**src/rtl/fpu_issue_sched_if.sv**
```systemverilog
// Decode-side, pipeline-writeback and FPU-control bundle of the FPU issue scheduler.
// The slave modport is the scheduler; the master modport is the decode/pipeline side.
`timescale 1ns/1ps
interface fpu_issue_sched_if;
  logic       issue_valid;
  logic [4:0] issue_op;
  logic [4:0] id_rd;
  logic [4:0] id_rs1;
  logic [4:0] id_rs2;
  logic       id_reads_f;
  logic       id_writes_f;
  logic       pipe_wef;
  logic [4:0] pipe_wa;
  logic       stall;
  logic       fpu_start;
  logic [4:0] fpu_op;
  logic       wb_en;
  logic       wb_sel;
  logic [4:0] wb_addr;
  logic       busy;

  modport slave (
    input  issue_valid, issue_op, id_rd, id_rs1, id_rs2, id_reads_f, id_writes_f,
    input  pipe_wef, pipe_wa,
    output stall, fpu_start, fpu_op, wb_en, wb_sel, wb_addr, busy
  );

  modport master (
    output issue_valid, issue_op, id_rd, id_rs1, id_rs2, id_reads_f, id_writes_f,
    output pipe_wef, pipe_wa,
    input  stall, fpu_start, fpu_op, wb_en, wb_sel, wb_addr, busy
  );
endinterface

```
**src/rtl/fpu_issue_sched.sv**
```systemverilog
// Single-outstanding FPU issue scheduler: times op latency, stalls decode on hazards,
// and arbitrates the float register-file write port with pipeline priority.
`timescale 1ns/1ps
module fpu_issue_sched #(
  parameter int LAT_ADD = 3,
  parameter int LAT_MUL = 4,
  parameter int LAT_DIV = 16
) (
  input  logic               clk,
  input  logic               rst_n,
  fpu_issue_sched_if.slave   bus
);

  typedef enum logic [1:0] {IDLE, EXEC, WB} state_t;

  state_t     state, state_nxt;
  logic       pend_valid;
  logic [4:0] pend_rd;
  logic [7:0] cnt;
  logic       fpu_start;
  logic [4:0] fpu_op;
  logic       hazard;
  logic       stall;
  logic       accept;
  logic       wb_commit;
  logic       wb_en;
  logic       wb_sel;
  logic [4:0] wb_addr;

  function automatic logic [7:0] op_latency(input logic [4:0] op);
    case (op)
      5'd1, 5'd2: return 8'(LAT_ADD);
      5'd3:       return 8'(LAT_MUL);
      5'd4, 5'd5: return 8'(LAT_DIV);
      default:    return 8'd1;
    endcase
  endfunction

  always_comb begin
    hazard = pend_valid &&
             ((bus.id_reads_f && (bus.id_rs1 == pend_rd || bus.id_rs2 == pend_rd)) ||
              (bus.id_writes_f && bus.id_rd == pend_rd));
    stall  = hazard || (bus.issue_valid && bus.issue_op != 5'd0 && state != IDLE);
    accept = (state == IDLE) && bus.issue_valid && bus.issue_op != 5'd0 && !stall;
    // The FPU result only wins the port in a WB cycle the pipeline leaves free.
    wb_commit = (state == WB) && !bus.pipe_wef;
  end

  always_comb begin
    state_nxt = state;
    case (state)
      IDLE:    if (accept) state_nxt = EXEC;
      EXEC:    if (cnt == 8'd1) state_nxt = WB;
      WB:      if (!bus.pipe_wef) state_nxt = IDLE;
      default: state_nxt = IDLE;
    endcase
  end

  always_comb begin
    wb_en   = bus.pipe_wef;
    wb_sel  = 1'b0;
    wb_addr = bus.pipe_wa;
    if (state == WB) begin
      wb_en = 1'b1;
      if (!bus.pipe_wef) begin
        wb_sel  = 1'b1;
        wb_addr = pend_rd;
      end
    end
  end

  always_ff @(posedge clk or negedge rst_n) begin
    if (!rst_n) begin
      state      <= IDLE;
      pend_valid <= 1'b0;
      cnt        <= 8'd0;
      fpu_start  <= 1'b0;
      fpu_op     <= 5'd0;
    end else begin
      state     <= state_nxt;
      fpu_start <= accept;
      if (accept) begin
        fpu_op     <= bus.issue_op;
        pend_valid <= 1'b1;
        cnt        <= op_latency(bus.issue_op);
      end else begin
        if (state == EXEC) cnt <= cnt - 8'd1;
        if (wb_commit) pend_valid <= 1'b0;
      end
    end
  end

  // Destination tag is only meaningful while pend_valid is set, so it needs no reset.
  always_ff @(posedge clk) begin
    if (accept) pend_rd <= bus.id_rd;
  end

  assign bus.stall     = stall;
  assign bus.fpu_start = fpu_start;
  assign bus.fpu_op    = fpu_op;
  assign bus.wb_en     = wb_en;
  assign bus.wb_sel    = wb_sel;
  assign bus.wb_addr   = wb_addr;
  assign bus.busy      = (state != IDLE);

endmodule

```
**src/flat_wrapper.sv**
```systemverilog
// flat-port wrapper written by rule: the top's interface ports become plain ports
module fpu_issue_sched_flat 
#(
  parameter int LAT_ADD = 3,
  parameter int LAT_MUL = 4,
  parameter int LAT_DIV = 16
)
  (clk, rst_n, bus_issue_valid, bus_issue_op, bus_id_rd, bus_id_rs1, bus_id_rs2, bus_id_reads_f, bus_id_writes_f, bus_pipe_wef, bus_pipe_wa, bus_stall, bus_fpu_start, bus_fpu_op, bus_wb_en, bus_wb_sel, bus_wb_addr, bus_busy);
  fpu_issue_sched_if bus_i ();
  input  logic clk;
  input  logic rst_n;
  input wire logic [$bits(bus_i.issue_valid)-1:0] bus_issue_valid;
  input wire logic [$bits(bus_i.issue_op)-1:0] bus_issue_op;
  input wire logic [$bits(bus_i.id_rd)-1:0] bus_id_rd;
  input wire logic [$bits(bus_i.id_rs1)-1:0] bus_id_rs1;
  input wire logic [$bits(bus_i.id_rs2)-1:0] bus_id_rs2;
  input wire logic [$bits(bus_i.id_reads_f)-1:0] bus_id_reads_f;
  input wire logic [$bits(bus_i.id_writes_f)-1:0] bus_id_writes_f;
  input wire logic [$bits(bus_i.pipe_wef)-1:0] bus_pipe_wef;
  input wire logic [$bits(bus_i.pipe_wa)-1:0] bus_pipe_wa;
  output wire logic [$bits(bus_i.stall)-1:0] bus_stall;
  output wire logic [$bits(bus_i.fpu_start)-1:0] bus_fpu_start;
  output wire logic [$bits(bus_i.fpu_op)-1:0] bus_fpu_op;
  output wire logic [$bits(bus_i.wb_en)-1:0] bus_wb_en;
  output wire logic [$bits(bus_i.wb_sel)-1:0] bus_wb_sel;
  output wire logic [$bits(bus_i.wb_addr)-1:0] bus_wb_addr;
  output wire logic [$bits(bus_i.busy)-1:0] bus_busy;
  assign bus_i.issue_valid = bus_issue_valid;
  assign bus_i.issue_op = bus_issue_op;
  assign bus_i.id_rd = bus_id_rd;
  assign bus_i.id_rs1 = bus_id_rs1;
  assign bus_i.id_rs2 = bus_id_rs2;
  assign bus_i.id_reads_f = bus_id_reads_f;
  assign bus_i.id_writes_f = bus_id_writes_f;
  assign bus_i.pipe_wef = bus_pipe_wef;
  assign bus_i.pipe_wa = bus_pipe_wa;
  assign bus_stall = bus_i.stall;
  assign bus_fpu_start = bus_i.fpu_start;
  assign bus_fpu_op = bus_i.fpu_op;
  assign bus_wb_en = bus_i.wb_en;
  assign bus_wb_sel = bus_i.wb_sel;
  assign bus_wb_addr = bus_i.wb_addr;
  assign bus_busy = bus_i.busy;
  fpu_issue_sched #(.LAT_ADD(LAT_ADD), .LAT_MUL(LAT_MUL), .LAT_DIV(LAT_DIV)) u_core (.clk(clk), .rst_n(rst_n), .bus(bus_i));
endmodule
```
**config.mk**
```make
export PLATFORM = sky130hd
export DESIGN_NAME = fpu_issue_sched_flat
export DESIGN_NICKNAME = d
export VERILOG_FILES = /design/src/rtl/fpu_issue_sched_if.sv /design/src/rtl/fpu_issue_sched.sv /design/src/flat_wrapper.sv
export SDC_FILE = /design/constraint.sdc
export NUM_CORES = 1
export LEC_CHECK = 0
export BUFFER_PORTS_ARGS = -buffer_cell sky130_fd_sc_hd__buf_2
export CORE_MARGIN = 1
export CORE_UTILIZATION = 52
export CTS_BUF_LIST = sky130_fd_sc_hd__clkbuf_4 sky130_fd_sc_hd__clkbuf_8 sky130_fd_sc_hd__clkbuf_16
export DETAILED_ROUTE_END_ITERATION = 6
export GPL_ROUTABILITY_DRIVEN = 0
export HOLD_SLACK_MARGIN = 0.1
export PLACE_DENSITY_LB_ADDON = 0.2
export SLEW_MARGIN = 10
export SYNTH_ARGS = -nofsm -noshare
export SYNTH_HDL_FRONTEND = slang
export SYNTH_SLANG_ARGS = --single-unit
```
**constraint.sdc**
```tcl
create_clock -name clk -period 5.4 [get_ports clk]
set_input_delay 1.08 -clock clk [delete_from_list [all_inputs] [get_ports clk]]
set_output_delay 1.08 -clock clk [all_outputs]
set_load 0.1 [all_outputs]
```
# Word level (Yosys, flattened, before mapping)
# Index checks and enable logic that the tools add are counted.
# Widths: inputs -> output; s select.
op_classes:
  n_addsub: 1
  n_mul: 0
  n_div: 0
  n_lt_le_gt_ge: 0
  eq_ne: 14
  shift: 0
  n_mux: 14
  bitwise: 0
  n_reduce_logical: 22
ops:
  columns: ["operator", "count"]
  rows:
  - ["$mux 8", 2]
  - ["$eq 5x5->1", 3]
  - ["$pmux 5 s3", 1]
  - ["$eq 5x2->1 const B", 2]
  - ["$eq 5x3->1 const B", 2]
  - ["$mux 5", 2]
  - ["$logic_and 1x1->1", 9]
  - ["$eq 8x1->1 const B", 1]
  - ["$sub 8x1->8 const B", 1]
  - ["$mux 2", 3]
  - ["$pmux 2 s3", 1]
  - ["$reduce_bool 2->1", 3]
  - ["$eq 5x1->1 const B", 1]
  - ["$mux 1", 5]
  - ["$reduce_bool 5->1", 1]
  - ["$ne 2x1->1 const B", 2]
  - ["$reduce_or 2->1", 2]
  - ["$logic_or 1x1->1", 3]
  - ["$reduce_and 3->1", 1]
  - ["$eq 2x1->1 const B", 1]
  - ["$eq 2x2->1 const B", 1]
  - ["$logic_not 1->1", 2]
  - ["$logic_not 2->1", 1]
  - ["$ne 2x2->1 const B", 1]
word_totals:
  reg_bits: 22
  latch_bits: 0
  ramBits: 0
  romBits: 0
  inputBits: 31
  output_inout_bits: 15
  word_cells: 57
  memories: 0

# Depth between registers and ports, before layout
# Gate-level depths: netlist of the first run.
logic_depth:
  depth_word: 10
  depth_mapped: 7
  depth_no_buf: 7

# Least setup slack after synthesis of the first run
# Ideal clock, no wire load.
synth_path:
  kind: "input to output"
  startpoint: "input bus_issue_op[4]"
  endpoint: "output bus_stall"
  arrival_time_ns: 3.353
  required_ns: 4.320
  slack_ns: 0.967
  stages: 4
  n_path_buf: 0
  cell_sequence: "nor3_1 > nand2_1 > nand2_1 > o21ai_0"
synth_via:
  elab_chain_len: 4
synth_rtl:
  columns: ["element", "line", "source"]
  rows:
  - ["start, declared", "flat_wrapper.sv:13", "input wire logic [$bits(bus_i.issue_op)-1:0] bus_issue_op;"]
  - ["$reduce_bool 5->1", "fpu_issue_sched.sv:43", "stall = hazard || (bus.issue_valid && bus.issue_op != 5'd0 && state != IDLE);"]
  - ["$logic_and 1x1->1 (2 in series)", "fpu_issue_sched.sv:43", null]
  - ["$logic_or 1x1->1", "fpu_issue_sched.sv:43", null]
  - ["end, declared", "flat_wrapper.sv:21", "output wire logic [$bits(bus_i.stall)-1:0] bus_stall;"]
# No other way between the ends.

# Worst setup path in the final report of the first run
layout_path:
  startpoint: "input bus_id_rs2[1]"
  endpoint: "output bus_stall"
layout_via:
  elab_chain_len: 6
layout_rtl:
  columns: ["element", "line", "source"]
  rows:
  - ["start, declared", "flat_wrapper.sv:16", "input wire logic [$bits(bus_i.id_rs2)-1:0] bus_id_rs2;"]
  - ["$eq 5x5->1", "fpu_issue_sched.sv:41", "((bus.id_reads_f && (bus.id_rs1 == pend_rd || bus.id_rs2 == pend_rd)) ||"]
  - ["$logic_or 1x1->1", "fpu_issue_sched.sv:41", null]
  - ["$logic_and 1x1->1", "fpu_issue_sched.sv:41", null]
  - ["$logic_or 1x1->1", "fpu_issue_sched.sv:41", null]
  - ["$logic_and 1x1->1", "fpu_issue_sched.sv:40", "hazard = pend_valid &&"]
  - ["$logic_or 1x1->1", "fpu_issue_sched.sv:43", null]
# No other way between the ends.

==> flow_summary_export.csv, run 1 <==
group,metric,value,unit
timing,finalClockSkew,0.0147,ns
yosys,netlist_instances,111,
setup_path,path_max_fanout,7,
yosys,avgSynthCellArea,11.3,um2
floorplanning,coreArea,0.00225,mm2
finish,mostFrequentLayoutCells,"buf_2 (45), dfrtp_1 (17), xnor2_1 (16)",
yosys,ys_seq_area_share,45.7,%
route,wire_per_inst,12.9,um
worst_hold_path,hold_depth,1,
timing,tightest_slew,0.491,ns
setup_path,reg2regPathDepth,5,
timing,drv_slew,0,
clock_network,cts_buffer_depth,2,
grt,grt_overflow,0,
setup_path,endpoint_kind,"primary output",
timing,maxSlewHeadroom,67.5,%
finish,area_growth,22.7,%
route,firstDrtPassIters,4,
yosys,yosys.cell_types.count,29,
power,power.density,605,mW/mm2
power,p_int,0.436,mW
power,sw_frac_of_total,53.3,%
floorplanning,row_count,17,
grt,grt_usage,20.4,%
route,detail_route.vias_per_cell,5.26,
power,peakVddDrop,0.461,mV
timing,finalCriticalPeriod,3.52,ns
timing,post-route-period-util,65.3,%
clock_network,cts_made_buffers,3,
placement,portBuffers,45,
clock_network,htreeDepth,1,
route,drt_wl_total,2.41,mm
yosys,ys_ff_latch,22,
floorplanning,num_io_pins,46,
timing,rsz0062_at_grt,"false",
yosys,synth_area,0.00126,mm2
floorplanning,dieWidth,51.2,um
finish,final_common_cell,"buf_2",
power,p_comb_share,59.6,%
clock_network,clk_pin_slew,0.10,ns
status,status,"complete, no violations",
power,fin_total_pwr,0.934,mW
yosys,yosys_warnings,0,
setup_path,worstPathRequired,4.32,ns
setup_path,critPathKind,"in -> out",
grt,grt_pass1_vias,929,
clock_network,clkLatencyLatePin,0.30,ns
worst_hold_path,hp-class,"reg -> reg",
route,drc_errors,0,
finish,diodes,0,
clock_network,cts_hold_buffers,0,
timing,hold_viol,0,
floorplanning,fp.dieArea,0.00262,mm2
timing,setup-violations-final,0,
power,leakagePower,0.733,nW
yosys,synthesis.nets,144,
route,drtIter0Drc,8,
route,ant_nets,0,
clock_network,postCtsSetupBuffers,0,
clock_network,cts_sinks,22,
power,p_seq_share,31.1,%
route,vias,983,
timing,timing.fmax,0.284,GHz
clock_network,cts_root_buf,"clkbuf_4",
floorplanning,start_util,55.8,%
clock_network,cts_resized,0,
setup_path,cp.arrival,2.44,ns
grt,grt_first_pass_wirelength,3.93,mm
setup_path,start_kind,"input pin",
power,switchingPower,0.498,mW
grt,grt_max_degree,18,
finish,drive_above_1_share,40.3,%
clock_network,cts_tree,"yes",
timing,tns,0,ns
finish,n_fill_cell,186,
finish,fin_nets,193,
floorplanning,dieHeight,51.2,um
grt,antenna_found_initial,0,
placement,dp_hpwl,1.96,mm
power,p_clk_share,9.3,%
job,cap_violations,0,
stage by stage:
step                      std cells  setup WS (ns)  util (%)  hold slack, ns  area [um2]
after CTS                       187           1.87      68.5           0.519        1540
after global routing            187           1.78      68.5           0.539        1540
after floorplan                 111          0.967         -           0.514        1260
after detailed placement        183           1.87      66.9           0.490        1510
after global placement          183           1.87      66.9           0.489        1510
final                           187           1.88      68.5           0.515        1540
power by group through the flow:
stage | Sequential, mW | Combinational, mW | Clock, mW
floorplan | 0.441 | 0.317 | 0
global placement | 0.289 | 0.547 | 0
detailed placement | 0.293 | 0.558 | 0
CTS | 0.291 | 0.559 | 0.0886
global route | 0.299 | 0.586 | 0.0966
finish | 0.291 | 0.556 | 0.0872
cell type report:
type / count / area, um2 / share of cell area [%]
Tap cell: 28 / 35.0 / 2.27
Inverter: 7 / 26.3 / 1.70
Sequential cell: 22 / 576 / 37.3
Timing Repair Buffer: 45 / 225 / 14.6
Multi-Input combinational cell: 81 / 646 / 41.8
Clock buffer: 4 / 36.3 / 2.35
registers in the layout (all words and copies together) (netlist names):
name / cells
u_core.state: 2
u_core.cnt: 8
u_core.bus.fpu_start: 1
u_core.pend_valid: 1
u_core.bus.fpu_op: 5
u_core.pend_rd: 5
synth_stat cells (all sizes together):
cell type  number  area, um2
nand2b          1       6.26
mux2i           4       40.0
dfrtp          17        425
a32o            1       11.3
o22ai           2       12.5
ha              2       25.0
nor3            2       10.0
xnor2          16        140
o21ai           3       15.0
or4b            2       20.0
edfxtp          5        150
nor4            2       18.8
buf             1       11.3
or3             1       6.26
or4             2       15.0
inv             7       26.3
nor2            7       26.3
xor2            6       52.6
a41oi           1       27.5
nand4           2       12.5
mux2           10        128
nand3           3       15.0
a21oi           5       25.0
nand2           8       32.5
and2            1       6.26
routing by layer:
layer	part of all wire, %	vias up	wire length, um	track usage [%]
met5	0	-	0	0
met1	45	459	1080	26.2
met3	5.8	4	140	2.38
met2	48	34	1160	34.9
met4	1.2	0	29	8.33
li1	-	486	-	-
worst paths after layout:
kind | startpoint | to | slack, ns
worst min register to register | u_core.bus.fpu_op[1]$_DFFE_PN0N_ | u_core.bus.fpu_op[1]$_DFFE_PN0N_ | 0.51
max in group asynchronous | rst_n | u_core.bus.fpu_op[1]$_DFFE_PN0N_ | 4.46
min in group asynchronous | rst_n | u_core.cnt[7]$_DFFE_PN0P_ | 0.66
worst max register to register | u_core.pend_rd[1]$_DFFE_PN_ | u_core.pend_rd[3]$_DFFE_PN_ | 3.35
worst max-delay path | bus_id_rs2[1] | bus_stall | 1.88
worst min-delay path | u_core.bus.fpu_op[1]$_DFFE_PN0N_ | u_core.bus.fpu_op[1]$_DFFE_PN0N_ | 0.51
worst max-delay path, stage by stage:
cell	delay, ns
buf_2	0.10
xor2_1	0.14
nor4_2	0.36
a41oi_4	0.21
o21ai_0	0.11
buf_2	0.44
logic make-up (layout without fill, tap and decap cells):
family,after synthesis,after routing,share of synthesized area (%)
compound gates,12,12,7.26
xor+xnor,22,22,15.3
fa+ha+maj,2,2,1.99
buf+inv,8,56,2.98
flops,22,22,45.7
mux,14,14,13.3
simple gates,31,31,13.4
No activity file was read; power rests on OpenSTA's default activity.
==> run 2, diff against run 1 <==
Settings changed: CORE_UTILIZATION 52 to 48.
Clock period 5.4 ns to 3.3 ns, I/O delays scaled along.
==> flow_summary_export.csv, run 2 (synthesized netlist as in run 1, its figures left out) <==
group,metric,value,unit
timing,setup_ws,0.482,ns
power,leakagePower,0.730,nW
floorplanning,dieHeight,53.2,um
route,drt_wl_total,2.46,mm
route,firstDrtPassIters,4,
worst_hold_path,hp-class,"in -> async",
setup_path,path_max_fanout,7,
timing,timing.fmax,0.355,GHz
clock_network,cts_made_buffers,3,
timing,tns,0,ns
grt,grt_usage,19.7,%
finish,stdcell_area,0.00154,mm2
clock_network,clk_pin_slew,0.12,ns
clock_network,cts_tree,"yes",
setup_path,max_stage_delay,0.51,ns
grt,grt_overflow,0,
route,drc_errors,0,
clock_network,clkLatencyLatePin,0.31,ns
grt,grt_first_pass_wirelength,3.91,mm
route,drtIter0Drc,13,
setup_path,start_kind,"flop",
floorplanning,fp.dieArea,0.00283,mm2
route,ant_nets,0,
floorplanning,coreArea,0.00248,mm2
floorplanning,dieWidth,53.2,um
finish,reg_top3,"u_core.cnt: 8 flops, u_core.bus.fpu_op: 5 flops, u_core.pend_rd: 5 flops",
setup_path,critPathSlowestCell,"edfxtp_1",
timing,drv_slew,0,
clock_network,cts_sinks,22,
timing,finalCriticalPeriod,2.82,ns
route,wire_per_inst,13.0,um
placement,place_area,0.00151,mm2
timing,setup-violations-final,0,
clock_network,cts_root_buf,"clkbuf_4",
timing,hold_viol,0,
power,fin_total_pwr,1.52,mW
grt,grt_pass1_vias,896,
timing,tightest_slew,0.494,ns
route,vias,983,
power,peakVddDrop,0.757,mV
clock_network,cts_resized,0,
setup_path,endpoint_kind,"primary output",
grt,grt_max_degree,18,
job,cap_violations,0,
timing,finalClockSkew,0.00472,ns
finish,area_growth,22.6,%
finish,regMostFlops,"u_core.cnt",
status,status,"complete, no violations",
grt,antenna_found_initial,0,
clock_network,postCtsSetupBuffers,0,
floorplanning,start_util,50.8,%
setup_path,cp.arrival,2.16,ns
finish,diodes,0,
timing,post-route-period-util,85.4,%
placement,dp_hpwl,2.00,mm
finish,final_common_cell,"buf_2",
clock_network,cts_hold_buffers,0,
clock_network,cts_buffer_depth,2,
setup_path,cp_cell_sequence,"xor2_1 > nor4_2 > a41oi_4 > o21ai_1 > buf_2",
finish,largest_reg_flops,8,
finish,fin_util,62.3,%
setup_path,worstPathRequired,2.64,ns
power,power.density,984,mW/mm2
finish,fin_nets,193,
setup_path,r2r_slack,1.20,ns
finish,mostFrequentLayoutCells,"buf_2 (45), dfrtp_1 (17), xnor2_1 (16)",
floorplanning,row_count,18,
finish,drive_above_1_share,40.9,%
timing,rsz0062_at_grt,"false",
clock_network,htreeDepth,1,
floorplanning,num_io_pins,46,
setup_path,critPathKind,"reg -> out",
route,detail_route.vias_per_cell,5.20,
placement,portBuffers,45,
timing,maxSlewHeadroom,67.3,%
placement,place_ws,0.593,ns
run 2: cell counts in the layout (fill, tap and decap cells not counted):
Identical to the previous run, type by type.
run 2: metal layers:
metal  track usage, %  routed length (um)
met5                0                   0
met4             6.58                  25
met3             3.45                  76
met2             32.7                1270
met1             25.5                1090
run 2: worst paths after layout:
kind | cells after the start | start | end
worst max-delay path | 5 | u_core.pend_rd[1]$_DFFE_PN_ | bus_stall
worst min-delay path | 1 | rst_n | u_core.state[0]$_DFFE_PN0P_
worst max register to register | 5 | u_core.pend_rd[1]$_DFFE_PN_ | u_core.pend_rd[1]$_DFFE_PN_
worst min register to register | 1 | u_core.bus.fpu_op[1]$_DFFE_PN0N_ | u_core.bus.fpu_op[1]$_DFFE_PN0N_
max in group asynchronous | 1 | rst_n | u_core.bus.fpu_op[4]$_DFFE_PN0N_
min in group clk | 1 | u_core.bus.fpu_op[1]$_DFFE_PN0N_ | u_core.bus.fpu_op[1]$_DFFE_PN0N_
run 2: critical path: cells and delay by family, from the launching register on:
kind,cells,cell delay (ns)
xor+xnor,1,0.22
simple gates,1,0.36
buf+inv,1,0.43
compound gates,2,0.32
flops,1,0.51
run 2: final cells by class:
cell class	instances	area [um2]
clock buffers	4	30.0
fillers	224	935
inverters	7	26.3
multi-input cells	81	648
flip-flops and latches	22	576
well taps	30	37.5
repair buffers	45	225
run 2: where the power goes:
| part | switching [mW] | internal, mW |
|---|---|---|
| clock | 0.0799 | 0.0555 |
| combinational | 0.649 | 0.260 |
| sequential | 0.0864 | 0.388 |
| total | 0.815 | 0.703 |
run 2: per-stage QoR:
step,hold WS [ns],instances
2_1_floorplan,0.364,111
3_3_place_gp,0.484,185
6_report,0.250,189
4_1_cts,0.257,189
5_1_grt,0.277,189
3_5_place_dp,0.489,185
==> run 3, diff against run 2 <==
Settings changed: BUFFER_PORTS_ARGS -buffer_cell sky130_fd_sc_hd__buf_2 to -buffer_cell sky130_fd_sc_hd__clkbuf_2.
==> flow_summary_export.csv, run 3 (synthesized netlist as in run 1, its figures left out) <==
group,metric,value,unit
power,switchingPower,0.814,mW
grt,grt_first_pass_wirelength,3.83,mm
finish,regMostFlops,"u_core.cnt",
grt,grt_usage,19.5,%
setup_path,r2r-start,"u_core.pend_rd[1]$_DFFE_PN_",
clock_network,clk_pin_slew,0.13,ns
timing,timing.fmax,0.349,GHz
route,ant_nets,0,
floorplanning,dieHeight,53.2,um
job,cap_violations,0,
grt,grt_max_degree,18,
placement,place_ws,0.573,ns
finish,drive_above_1_share,40.9,%
timing,setup_ws,0.438,ns
worst_hold_path,hp-class,"in -> async",
timing,hold_viol,0,
setup_path,r2r_slack,1.20,ns
route,drt_wl_total,2.41,mm
timing,finalCriticalPeriod,2.86,ns
grt,grt_pass1_vias,893,
route,drc_errors,0,
clock_network,cts_hold_buffers,0,
clock_network,cts_sinks,22,
clock_network,clkLatencyLatePin,0.31,ns
setup_path,start_kind,"flop",
floorplanning,dieWidth,53.2,um
floorplanning,coreArea,0.00248,mm2
grt,antenna_found_initial,0,
finish,largest_reg_flops,8,
power,peakVddDrop,0.839,mV
power,power.density,985,mW/mm2
setup_path,critPathKind,"reg -> out",
floorplanning,start_util,50.8,%
clock_network,cts_tree,"yes",
floorplanning,num_io_pins,46,
timing,drv_slew,0,
route,drtIter0Drc,11,
power,p_seq_share,31.1,%
setup_path,reg2regPathDepth,5,
power,p_clk_share,9.7,%
timing,post-route-period-util,86.7,%
floorplanning,row_count,18,
clock_network,postCtsSetupBuffers,0,
route,firstDrtPassIters,4,
clock_network,cts_made_buffers,3,
finish,area_growth,23.1,%
timing,tightest_slew,0.544,ns
placement,portBuffers,45,
clock_network,htreeDepth,1,
timing,rsz0062_at_grt,"false",
route,vias,970,
setup_path,worstPathRequired,2.64,ns
power,fin_total_pwr,1.53,mW
clock_network,cts_resized,0,
setup_path,path_max_fanout,7,
finish,fin_nets,193,
power,p_comb_share,59.2,%
finish,mostFrequentLayoutCells,"clkbuf_2 (45), dfrtp_1 (17), xnor2_1 (16)",
power,leakagePower,0.740,nW
route,wire_per_inst,12.7,um
power,p_int,0.712,mW
finish,diodes,0,
setup_path,endpoint_kind,"primary output",
finish,reg_top3,"u_core.cnt: 8 flops, u_core.bus.fpu_op: 5 flops, u_core.pend_rd: 5 flops",
setup_path,cp.arrival,2.20,ns
clock_network,cts_buffer_depth,2,
timing,maxSlewHeadroom,63.9,%
status,status,"complete, no violations",
grt,grt_overflow,0,
timing,finalClockSkew,0.00946,ns
clock_network,cts_root_buf,"clkbuf_4",
finish,final_common_cell,"clkbuf_2",
timing,setup-violations-final,0,
setup_path,r2r-end,"u_core.pend_rd[0]$_DFFE_PN_",
floorplanning,fp.dieArea,0.00283,mm2
route,detail_route.vias_per_cell,5.13,
placement,dp_hpwl,1.93,mm
timing,tns,0,ns
power,sw_frac_of_total,53.3,%
==> run 3: cell count changes in the layout (fill, tap and decap cells not counted), sizes merged <==
cell	delta
buf	-45
clkbuf	+45
==> run 3: area by class of cell <==
type	instances	area [um2]
flip-flops and latches	22	576
clock buffers	4	36.3
inverters	7	26.3
well taps	30	37.5
fillers	231	928
multi-input cells	81	648
repair buffers	45	225
==> run 3: critical path, cell delays in order, from the launching register on <==
cell and delay [ns]:
edfxtp_1 0.51, xor2_1 0.21, nor4_2 0.37, a41oi_4 0.21
o21ai_1 0.12, clkbuf_2 0.47
==> run 3: power groups by stage <==
stage | clock (mW) | sequential [mW] | combinational [mW]
CTS | 0.156 | 0.475 | 0.912
detailed placement | 0 | 0.479 | 0.909
global placement | 0 | 0.475 | 0.896
floorplan | 0 | 0.722 | 0.520
global route | 0.165 | 0.488 | 0.968
finish | 0.149 | 0.475 | 0.903
==> run 3: how the worst max path moves through the flow <==
stage	from	to	slack, ns	depth (start not counted)
detailed placement	bus_id_rs2[1]	bus_stall	0.57	6
global placement	bus_id_rs2[1]	bus_stall	0.58	6
global route	u_core.pend_rd[1]$_DFFE_PN_	bus_stall	0.29	5
finish	u_core.pend_rd[1]$_DFFE_PN_	bus_stall	0.44	5
CTS	u_core.pend_rd[1]$_DFFE_PN_	bus_stall	0.43	5
floorplan	bus_id_rs2[1]	bus_stall	0.32	4
==> run 3: through the flow <==
step	area [um2]	utilization (%)	hold WS, ns	std cells
3_5_place_dp	1510	61.1	0.493	185
2_1_floorplan	1260	-	0.364	111
3_3_place_gp	1510	61.1	0.489	185
5_1_grt	1550	62.5	0.274	189
4_1_cts	1550	62.5	0.265	189
6_report	1550	62.5	0.259	189
==> run 3: metal layers <==
layer  part of all wire, %  wire length (um)  vias up  GRT usage, %
li1                      -                 -      489             -
met1                    44              1070      456          25.5
met2                    51              1230       23          31.7
met3                   3.9                93        2          3.45
met4                  0.79                19        0          7.89
met5                     0                 0        -             0
